**src/rtl/mult_div_unit.sv**
```systemverilog
// Multicycle signed multiply/divide unit producing HI/LO for MULT and DIV.
// Radix-2 Booth multiply and restoring divide, one iteration per clock, WIDTH iterations.
module mult_div_unit #(
  parameter int WIDTH = 32
) (
  input  logic             clock,
  input  logic             reset,
  input  logic             start_mult,
  input  logic             start_div,
  input  logic [WIDTH-1:0] a,
  input  logic [WIDTH-1:0] b,
  output logic [WIDTH-1:0] hi,
  output logic [WIDTH-1:0] lo,
  output logic             busy,
  output logic             done,
  output logic             div_zero
);

  localparam int CW = $clog2(WIDTH);
  localparam logic [CW-1:0] LAST = CW'(WIDTH - 1);

  typedef enum logic [2:0] {
    IDLE  = 3'd0,
    MULT  = 3'd1,
    DIV   = 3'd2,
    DONE  = 3'd3,
    DZERO = 3'd4
  } state_t;

  state_t         state;
  logic [CW-1:0]  cnt;
  logic [WIDTH:0] acc;      // Booth accumulator, or partial remainder in the low bits
  logic [WIDTH-1:0] qReg;   // multiplier Q, or dividend/quotient shift register
  logic           qm1;
  logic [WIDTH:0] operand;  // sign-extended multiplicand, or zero-extended |divisor|
  logic           negQuo;
  logic           negRem;

  logic [WIDTH:0]   boothAcc;
  logic [WIDTH:0]   boothAccSh;
  logic [WIDTH-1:0] boothQSh;
  logic             boothQm1Sh;
  logic [WIDTH:0]   divShift;
  logic [WIDTH:0]   divTrial;
  logic [WIDTH-1:0] divRem;
  logic [WIDTH-1:0] divQuo;
  logic             divBit;
  logic [WIDTH-1:0] quoFinal;
  logic [WIDTH-1:0] remFinal;

  function automatic logic [WIDTH-1:0] negate(input logic [WIDTH-1:0] v);
    negate = ~v + WIDTH'(1);
  endfunction

  function automatic logic [WIDTH-1:0] magnitude(input logic [WIDTH-1:0] v);
    if (v[WIDTH-1]) begin
      magnitude = negate(v);
    end else begin
      magnitude = v;
    end
  endfunction

  // Next-iteration values for both the Booth step and the restoring-divide step.
  always_comb begin
    boothAcc = acc;
    case ({qReg[0], qm1})
      2'b10:   boothAcc = acc - operand;
      2'b01:   boothAcc = acc + operand;
      default: boothAcc = acc;
    endcase
    {boothAccSh, boothQSh, boothQm1Sh} = {boothAcc[WIDTH], boothAcc, qReg};

    divShift = {acc[WIDTH-1:0], qReg[WIDTH-1]};
    divTrial = divShift - operand;
    if (!divTrial[WIDTH]) begin
      divRem = divTrial[WIDTH-1:0];
      divBit = 1'b1;
    end else begin
      divRem = divShift[WIDTH-1:0];
      divBit = 1'b0;
    end
    divQuo = {qReg[WIDTH-2:0], divBit};

    if (negQuo) begin
      quoFinal = negate(divQuo);
    end else begin
      quoFinal = divQuo;
    end
    if (negRem) begin
      remFinal = negate(divRem);
    end else begin
      remFinal = divRem;
    end
  end

  // Control FSM, iteration registers and registered outputs.
  always_ff @(posedge clock) begin
    if (reset) begin
      state    <= IDLE;
      cnt      <= {CW{1'b0}};
      acc      <= {(WIDTH+1){1'b0}};
      qReg     <= {WIDTH{1'b0}};
      qm1      <= 1'b0;
      operand  <= {(WIDTH+1){1'b0}};
      negQuo   <= 1'b0;
      negRem   <= 1'b0;
      hi       <= {WIDTH{1'b0}};
      lo       <= {WIDTH{1'b0}};
      busy     <= 1'b0;
      done     <= 1'b0;
      div_zero <= 1'b0;
    end else begin
      case (state)
        IDLE: begin
          done     <= 1'b0;
          div_zero <= 1'b0;
          cnt      <= {CW{1'b0}};
          if (start_mult) begin
            operand <= {a[WIDTH-1], a};
            acc     <= {(WIDTH+1){1'b0}};
            qReg    <= b;
            qm1     <= 1'b0;
            busy    <= 1'b1;
            state   <= MULT;
          end else if (start_div) begin
            if (b == {WIDTH{1'b0}}) begin
              state <= DZERO;
            end else begin
              operand <= {1'b0, magnitude(b)};
              acc     <= {(WIDTH+1){1'b0}};
              qReg    <= magnitude(a);
              negQuo  <= a[WIDTH-1] ^ b[WIDTH-1];
              negRem  <= a[WIDTH-1];
              busy    <= 1'b1;
              state   <= DIV;
            end
          end else begin
            state <= IDLE;
          end
        end
        MULT: begin
          if (cnt == LAST) begin
            {hi, lo} <= {boothAccSh[WIDTH-1:0], boothQSh};
            busy     <= 1'b0;
            done     <= 1'b1;
            state    <= DONE;
          end else begin
            acc   <= boothAccSh;
            qReg  <= boothQSh;
            qm1   <= boothQm1Sh;
            cnt   <= cnt + CW'(1);
          end
        end
        DIV: begin
          if (cnt == LAST) begin
            lo    <= quoFinal;
            hi    <= remFinal;
            busy  <= 1'b0;
            done  <= 1'b1;
            state <= DONE;
          end else begin
            acc  <= {1'b0, divRem};
            qReg <= divQuo;
            cnt  <= cnt + CW'(1);
          end
        end
        DONE: begin
          done  <= 1'b0;
          state <= IDLE;
        end
        DZERO: begin
          div_zero <= 1'b1;
          state    <= IDLE;
        end
        default: begin
          busy     <= 1'b0;
          done     <= 1'b0;
          div_zero <= 1'b0;
          state    <= IDLE;
        end
      endcase
    end
  end

endmodule

```
**config.mk**
```make
export PLATFORM = sky130hd
export DESIGN_NAME = mult_div_unit
export DESIGN_NICKNAME = d
export VERILOG_FILES = /design/src/rtl/mult_div_unit.sv
export SDC_FILE = /design/constraint.sdc
export NUM_CORES = 1
export LEC_CHECK = 0
export ABC_AREA = 0
export BUFFER_PORTS_ARGS = -buffer_cell sky130_fd_sc_hd__buf_4
export CORE_MARGIN = 10
export CORE_UTILIZATION = 35
export CTS_CLUSTER_DIAMETER = 40
export DETAILED_ROUTE_END_ITERATION = 12
export GPL_TIMING_DRIVEN = 0
export MAX_ROUTING_LAYER = met4
export PLACE_DENSITY = 0.61
export SYNTH_ARGS = -nofsm -noshare
export SYNTH_HDL_FRONTEND = slang
export SYNTH_SLANG_ARGS = --single-unit
```
**constraint.sdc**
```tcl
create_clock -name clock -period 7.26 [get_ports clock]
set_clock_uncertainty 0.2 [all_clocks]
set_input_delay 0 -clock clock [delete_from_list [all_inputs] [get_ports clock]]
set_output_delay 0 -clock clock [all_outputs]
set_load 0.01 [all_outputs]
```
Yosys cells after proc, flatten, opt, wreduce, memory -nomap -nowiden
Index checks and enable logic that the tools add are counted.
W data, S select, Z words.
{ "totals": {"ff_bits": 176, "inputBits": 68, "out_inout_bits": 67, "elab_cells": 111} }
{ "op_classes": {"add_sub_neg": 8, "n_eq_ne": 17, "n_mux": 46, "bitwise": 9, "reduce_logical": 18} }
{ "op_table": {"columns": ["cell", "n"], "rows": [
  ["$mux W32", 14],
  ["$mux W33", 8],
  ["$add A32 B1 Y32 const B", 4],
  ["$not A32 Y32", 4],
  ["$pmux W32 S2", 2],
  ["$pmux W33 S3", 1],
  ["$pmux W32 S3", 1],
  ["$pmux W33 S2", 1],
  ["$sub A33 B33 Y33", 2],
  ["$add A33 B33 Y33", 1],
  ["$logic_not A32 Y1", 1],
  ["$ne A2 B2 Y1 const B", 7],
  ["$mux W3", 4],
  ["$pmux W5 S2", 1],
  ["$reduce_and A3 Y1", 3],
  ["$mux W1", 8],
  ["$reduce_and A4 Y1", 2],
  ["$reduce_bool A2 Y1", 4],
  ["$eq A3 B2 Y1 const B", 2],
  ["$ne A3 B3 Y1 const B", 2],
  ["$pmux W1 S2", 3],
  ["$pmux W3 S2", 1],
  ["$add A5 B1 Y5 const B", 1],
  ["$eq A5 B5 Y1 const B", 1],
  ["15 further kinds", 20]
]} }

Longest topological paths before layout
{ "depth": {"depth_word": 7, "depth_mapped": 23, "depth_no_buf": 21} }

Worst setup path after synthesis
No wires, ideal clock.
{ "synth_timing": {"path_kind": "flip-flop to flip-flop", "startpoint": "reg qReg[31]", "endpoint": "reg hi[26]", "setup_ns": 0.136, "arrival_time_ns": 4.931, "required_ns": 6.924, "slack_ns": 1.993, "stages_incl_launch_ff": 22, "path_buffers": 3, "synth_period_minus_slack_ns": 5.267, "cell_sequence": "dfxtp_1 inv_1 ha_1 fa_1 nor2b_4 o31ai_4 a31o_1 a2111o_1 a41oi_2 nand2_2 buf_2 buf_4 buf_2 o21ai_0 ha_1 nand2_1 or4_4 o41ai_4 nand4_2 and3b_1 o21a_1 a221oi_2"} }
{ "synth_between": {"elab_chain_cells": 7} }
{ "synth_lines": {"columns": ["element", "line", "rtl"], "rows": [
  ["start, declared", "33", "logic [WIDTH-1:0] qReg;"],
  ["start signal, assigned", "102", "qReg <= {WIDTH{1'b0}};"],
  ["start signal, assigned", "131", "qReg <= magnitude(a);"],
  ["start signal, assigned", "149", "qReg <= boothQSh;"],
  ["$sub A33 B33 Y33", "74", "divTrial = divShift - operand;"],
  ["$mux W32 (*)", "75", "if (!divTrial[WIDTH]) begin"],
  ["$not A32 Y32", "52", "negate = ~v + WIDTH'(1);"],
  ["$add A32 B1 Y32", "52", null],
  ["$mux W32 (*)", "89", "if (negRem) begin"],
  ["$mux W32 (*)", "155", "if (cnt == LAST) begin"],
  ["$pmux W32 S2 (*)", "113", "case (state)"],
  ["end signal, assigned", "107", "hi <= {WIDTH{1'b0}};"],
  ["end signal, assigned", "143", "{hi, lo} <= {boothAccSh[WIDTH-1:0], boothQSh};"],
  ["end signal, assigned", "157", "hi <= remFinal;"],
  ["end, declared", "12", "output logic [WIDTH-1:0] hi,"]
]} }
Mark *: on every way between the ends. The rest lies on a longest branch, timed or not. The select of a mux whose other input is x is not followed.
A chain may end at the register's enable or synchronous reset.

Worst setup path in the final report
{ "layout_timing": {"startpoint": "reg qReg[31]", "endpoint": "reg hi[28]"} }
The elaborated chain is that of the path after synthesis.

==> reports/summary.md <==
• cell depth of the worst flop-to-flop path: 23
• maximum clock frequency: 143 MHz
• unrepaired setup endpoints after global routing: no
• all-layer global routing usage: 26.7%
• residual DRC count: 0
• sequential area share after synthesis: 21.7%
• Initial DRC Count: 1798
• Final Hold Viols: 0
• footprint of the flip-flops and latches: 3520 um2
• detailed route wirelength on metal2: 35400 um
• type of element launching the critical path: register
• startpoint-to-endpoint class of the critical path: reg2reg
• register bit total from synthesis: 176
• Layout Utilization: 42.6%
• end point of the critical path: hi[28]
• leakage power figure: 7.48 nW
• Post-Route M1 WL: 30900 um
• Yosys warning count: 0
• number of nets with antenna violations after routing: 0
• starting density of the core: 35.6%
• Final Wtd Congestion: 1.02
• Final HPWL DP: 60300 um
• number of enable flip-flop cells after synthesis: 0
• clock input transition at the sequential cells of the worst setup and hold paths: 0.08 ns
• floorplan row count: 78
• IO buf count: 132
• Final Max Tran Viols: 0
• data arrival time at the worst-slack endpoint: 7.11 ns
• Final Setup Violations: 0
• total congestion overflow: 0
• area of the core region: 45600 um2
• outcome: finished clean
• NumNets Final: 2627
• cell count after synthesis: 2248
• power density of the placed cells: 376 nW/um2
• Multi-input gate area: 11700 um2
• die area: 55300 um2
• Relative slew margins: 32.6%
• worst hold-check path type: in2reg
• worst vdd rail ir drop: 213 uV
• post-synthesis average cell area: 7.21 um2
• reg-to-reg setup timing slack: 0.26 ns
• beginning of the worst register-to-register path: qReg[31]
• Clock Sinks: 176
• Initial DRT Pass Iterations: 7
• Worst path slowest cell: sky130_fd_sc_hd__or4_4
• drt wl/cell: 24.3 um
• clock tree from TritonCTS: built
• clock latency on the worst-skew pair: 0.48 ns
• layout cell share with drive strength beyond 1: 9.73%
• highest net fanout along the worst path: 10
• sort of element at the end of the critical path: register
• # fillers: 4741
• clock period minus final worst setup slack: 7.00 ns
• synthesized area: 16200 um2
• async set-reset flop share out of synthesis: 0%
• metal3 WL: 4850 um
• number of antenna violations at the first check in global routing: 2
• die span in y: 235 um
• routed via count divided by cell count: 6.02
• setup TNS after final layout: 0 ns
• first-pass GRT wire length: 113000 um
• Max Cap Violations: 0
• cell-by-cell listing of the critical path: inv_1 > ha_1 > fa_1 > nor2b_4 > o31ai_4 > a31o_1 > a2111o_1 > a21o_1 > nand2_2 > buf_2 > buf_4 > buf_2 > nand2_1 > o21ai_1 > ha_1 > nand2_1 > or4_4 > o41ai_4 > buf_4 > nand4_2 > o21ai_1 > xor2_1 > a211oi_1
• master cell of the clock root buffer: sky130_fd_sc_hd__clkbuf_16
• fin crit share: 96.4%
• vias after detailed routing: 18700
• required time at the worst-slack endpoint: 7.38 ns
• H-tree depth reported by CTS: 4
• Syn-to-layout area delta: 19.7%
• Critical Path Source: qReg[31]
• count of distinct cell types in the synthesized netlist: 99
• number of buffers created by CTS: 17
• IO Count: 135
• Total Wirelength: 75200 um
• destination of the worst register-to-register timing path: hi[28]
• horizontal die dimension: 235 um
• Max stage delay on crit path: 0.57 ns
• top flip-flop cell by instance count after synthesis: sky130_fd_sc_hd__dfxtp_1
• worst-case clock buffer depth: 2
• syn_nets: 2391
• maximum number of pins on one net before global-route repair: 19
• Max Used Layer: met4
• Worst Max-Slew Pin Slew: 1.01 ns
• number of global-route vias before repair: 18200
==> logic make-up after synthesis <==
| logic type | count (synthesis) | synth area share, % |
|---|---|---|
| AND/OR/NAND/NOR | 783 | 22.7 |
| XOR/XNOR | 194 | 10.5 |
| buffers and inverters | 236 | 5.93 |
| multiplexers | 47 | 2.99 |
| flip-flops | 176 | 21.7 |
| AO/OA/AOI/OAI | 737 | 30.3 |
| adder cells (fa/ha/maj) | 75 | 5.88 |
==> layout make-up <==
class | count | area share (%)
antenna | 2 | 0.0258
buffer | 169 | 3.66
clock buffer | 18 | 2.26
clock inverter | 14 | 0.773
inverter | 67 | 1.30
multi-input combinational | 1836 | 60.5
sequential | 176 | 18.2
tap | 600 | 3.87
timing repair buffer | 217 | 9.47
==> cell usage after synthesis, types with 13 or more instances <==
library cell	n	share of area (%)
sky130_fd_sc_hd__o21ai_1	14	0.43
sky130_fd_sc_hd__o41ai_1	16	0.86
sky130_fd_sc_hd__nor4_1	21	0.81
sky130_fd_sc_hd__nand2b_1	19	0.73
sky130_fd_sc_hd__a21o_1	29	1.3
sky130_fd_sc_hd__ha_1	73	5.6
sky130_fd_sc_hd__or4_1	20	0.93
sky130_fd_sc_hd__a221o_1	14	0.86
sky130_fd_sc_hd__a31oi_1	20	0.77
sky130_fd_sc_hd__inv_1	64	1.5
sky130_fd_sc_hd__and3_1	19	0.73
sky130_fd_sc_hd__a21oi_1	201	6.2
sky130_fd_sc_hd__nand2_1	238	5.5
sky130_fd_sc_hd__xor2_1	107	5.8
sky130_fd_sc_hd__o221ai_1	16	0.86
sky130_fd_sc_hd__and2_1	14	0.54
sky130_fd_sc_hd__mux2i_1	40	2.5
sky130_fd_sc_hd__a211oi_1	71	3.3
sky130_fd_sc_hd__a221oi_1	31	1.7
sky130_fd_sc_hd__o211ai_1	16	0.74
sky130_fd_sc_hd__buf_2	15	0.46
sky130_fd_sc_hd__dfxtp_1	176	22
sky130_fd_sc_hd__or3_1	19	0.73
sky130_fd_sc_hd__xnor2_1	87	4.7
sky130_fd_sc_hd__nand3_1	28	0.86
sky130_fd_sc_hd__o21a_1	13	0.60
sky130_fd_sc_hd__nor3_1	73	2.3
sky130_fd_sc_hd__o21ai_0	157	4.8
sky130_fd_sc_hd__nand4_1	15	0.58
sky130_fd_sc_hd__nor2_1	258	6.0
sky130_fd_sc_hd__o31ai_1	33	1.5
sky130_fd_sc_hd__clkbuf_1	133	3.1
==> power breakdown <==
part	total [mW]	internal, mW	switching, mW
Sequential	1.27	1.08	0.197
Clock	0.943	0.467	0.476
Combinational	5.08	1.75	3.33
==> repair_timing <==
| action | in CTS | in global routing |
|---|---|---|
| hold buffers | 84 | 0 |
| endpoints found under the hold margin | 50 | 0 |
| endpoints found under the setup margin | 0 | 6 |
| gates resized for setup | 0 | 1 |
| setup buffers | 0 | 1 |
==> metrics by stage <==
| step | worst slack, ns | total power [mW] | hold WS, ns | std cells | area, um2 |
|---|---|---|---|---|---|
| CTS | 0.212 | 7.16 | 0.0128 | 3096 | 19400 |
| finish | 0.262 | 7.30 | 0.0320 | 3099 | 19400 |
| detailed placement | 0.255 | 6.17 | 0.153 | 2980 | 18000 |
| global placement | 0.214 | 6.15 | 0.144 | 2980 | 18000 |
| global route | 0.0937 | 7.69 | 0.0604 | 3099 | 19400 |
| floorplan | 1.99 | 4.60 | -0.0415 | 2248 | 16200 |
==> state kept, by name (all words and copies together), names as in the netlist, 3 cells and up <==
signal,flops
operand,33
qReg,32
cnt,5
acc,33
lo,32
hi,32
state,3
==> how the worst min path moves through the flow <==
stage / startpoint / to / cells after the start
global route: b[16] / qReg[16] / 5
detailed placement: start_div / state[2] / 3
finish: b[21] / qReg[21] / 5
floorplan: start_div / state[2] / 2
CTS: b[11] / qReg[11] / 5
global placement: start_div / state[2] / 3
==> placed cells by master, fill, tap and decap left out, types with 13 or more instances in the layout <==
cell,instances
sky130_fd_sc_hd__xnor2_1,87
sky130_fd_sc_hd__o211ai_1,16
sky130_fd_sc_hd__inv_1,64
sky130_fd_sc_hd__a211oi_1,71
sky130_fd_sc_hd__o21ai_0,157
sky130_fd_sc_hd__dlygate4sd3_1,84
sky130_fd_sc_hd__a21oi_1,201
sky130_fd_sc_hd__o41ai_1,16
sky130_fd_sc_hd__clkbuf_16,17
sky130_fd_sc_hd__o221ai_1,16
sky130_fd_sc_hd__nand4_1,15
sky130_fd_sc_hd__a221oi_1,31
sky130_fd_sc_hd__clkbuf_1,133
sky130_fd_sc_hd__a221o_1,14
sky130_fd_sc_hd__dfxtp_1,176
sky130_fd_sc_hd__nor3_1,73
sky130_fd_sc_hd__and3_1,19
sky130_fd_sc_hd__nand3_1,28
sky130_fd_sc_hd__ha_1,73
sky130_fd_sc_hd__a31oi_1,20
sky130_fd_sc_hd__buf_4,140
sky130_fd_sc_hd__and2_1,14
sky130_fd_sc_hd__o21a_1,13
sky130_fd_sc_hd__a21o_1,29
sky130_fd_sc_hd__nand2_1,238
sky130_fd_sc_hd__xor2_1,107
sky130_fd_sc_hd__mux2i_1,40
sky130_fd_sc_hd__nor2_1,258
sky130_fd_sc_hd__nor4_1,21
sky130_fd_sc_hd__or3_1,19
sky130_fd_sc_hd__o21ai_1,14
sky130_fd_sc_hd__o31ai_1,33
sky130_fd_sc_hd__or4_1,20
sky130_fd_sc_hd__buf_2,15
sky130_fd_sc_hd__nand2b_1,19
==> worst max-delay path, delay by kind of cell, from the launching register on <==
family                   cells  cell delay [ns]
buffers and inverters        5             1.46
XOR/XNOR                     1             0.18
flip-flops                   1             0.49
adder cells (fa/ha/maj)      3             1.14
AO/OA/AOI/OAI                8             2.06
AND/OR/NAND/NOR              6             1.31
==> routing by layer <==
metal / vias to the layer above / GRT usage [%]
li1: 8680 / -
met1: 8936 / 31.5
met2: 838 / 43.6
met3: 204 / 3.73
met4: 0 / 13.6
met5: - / -
No activity file was read; power rests on OpenSTA's default activity.
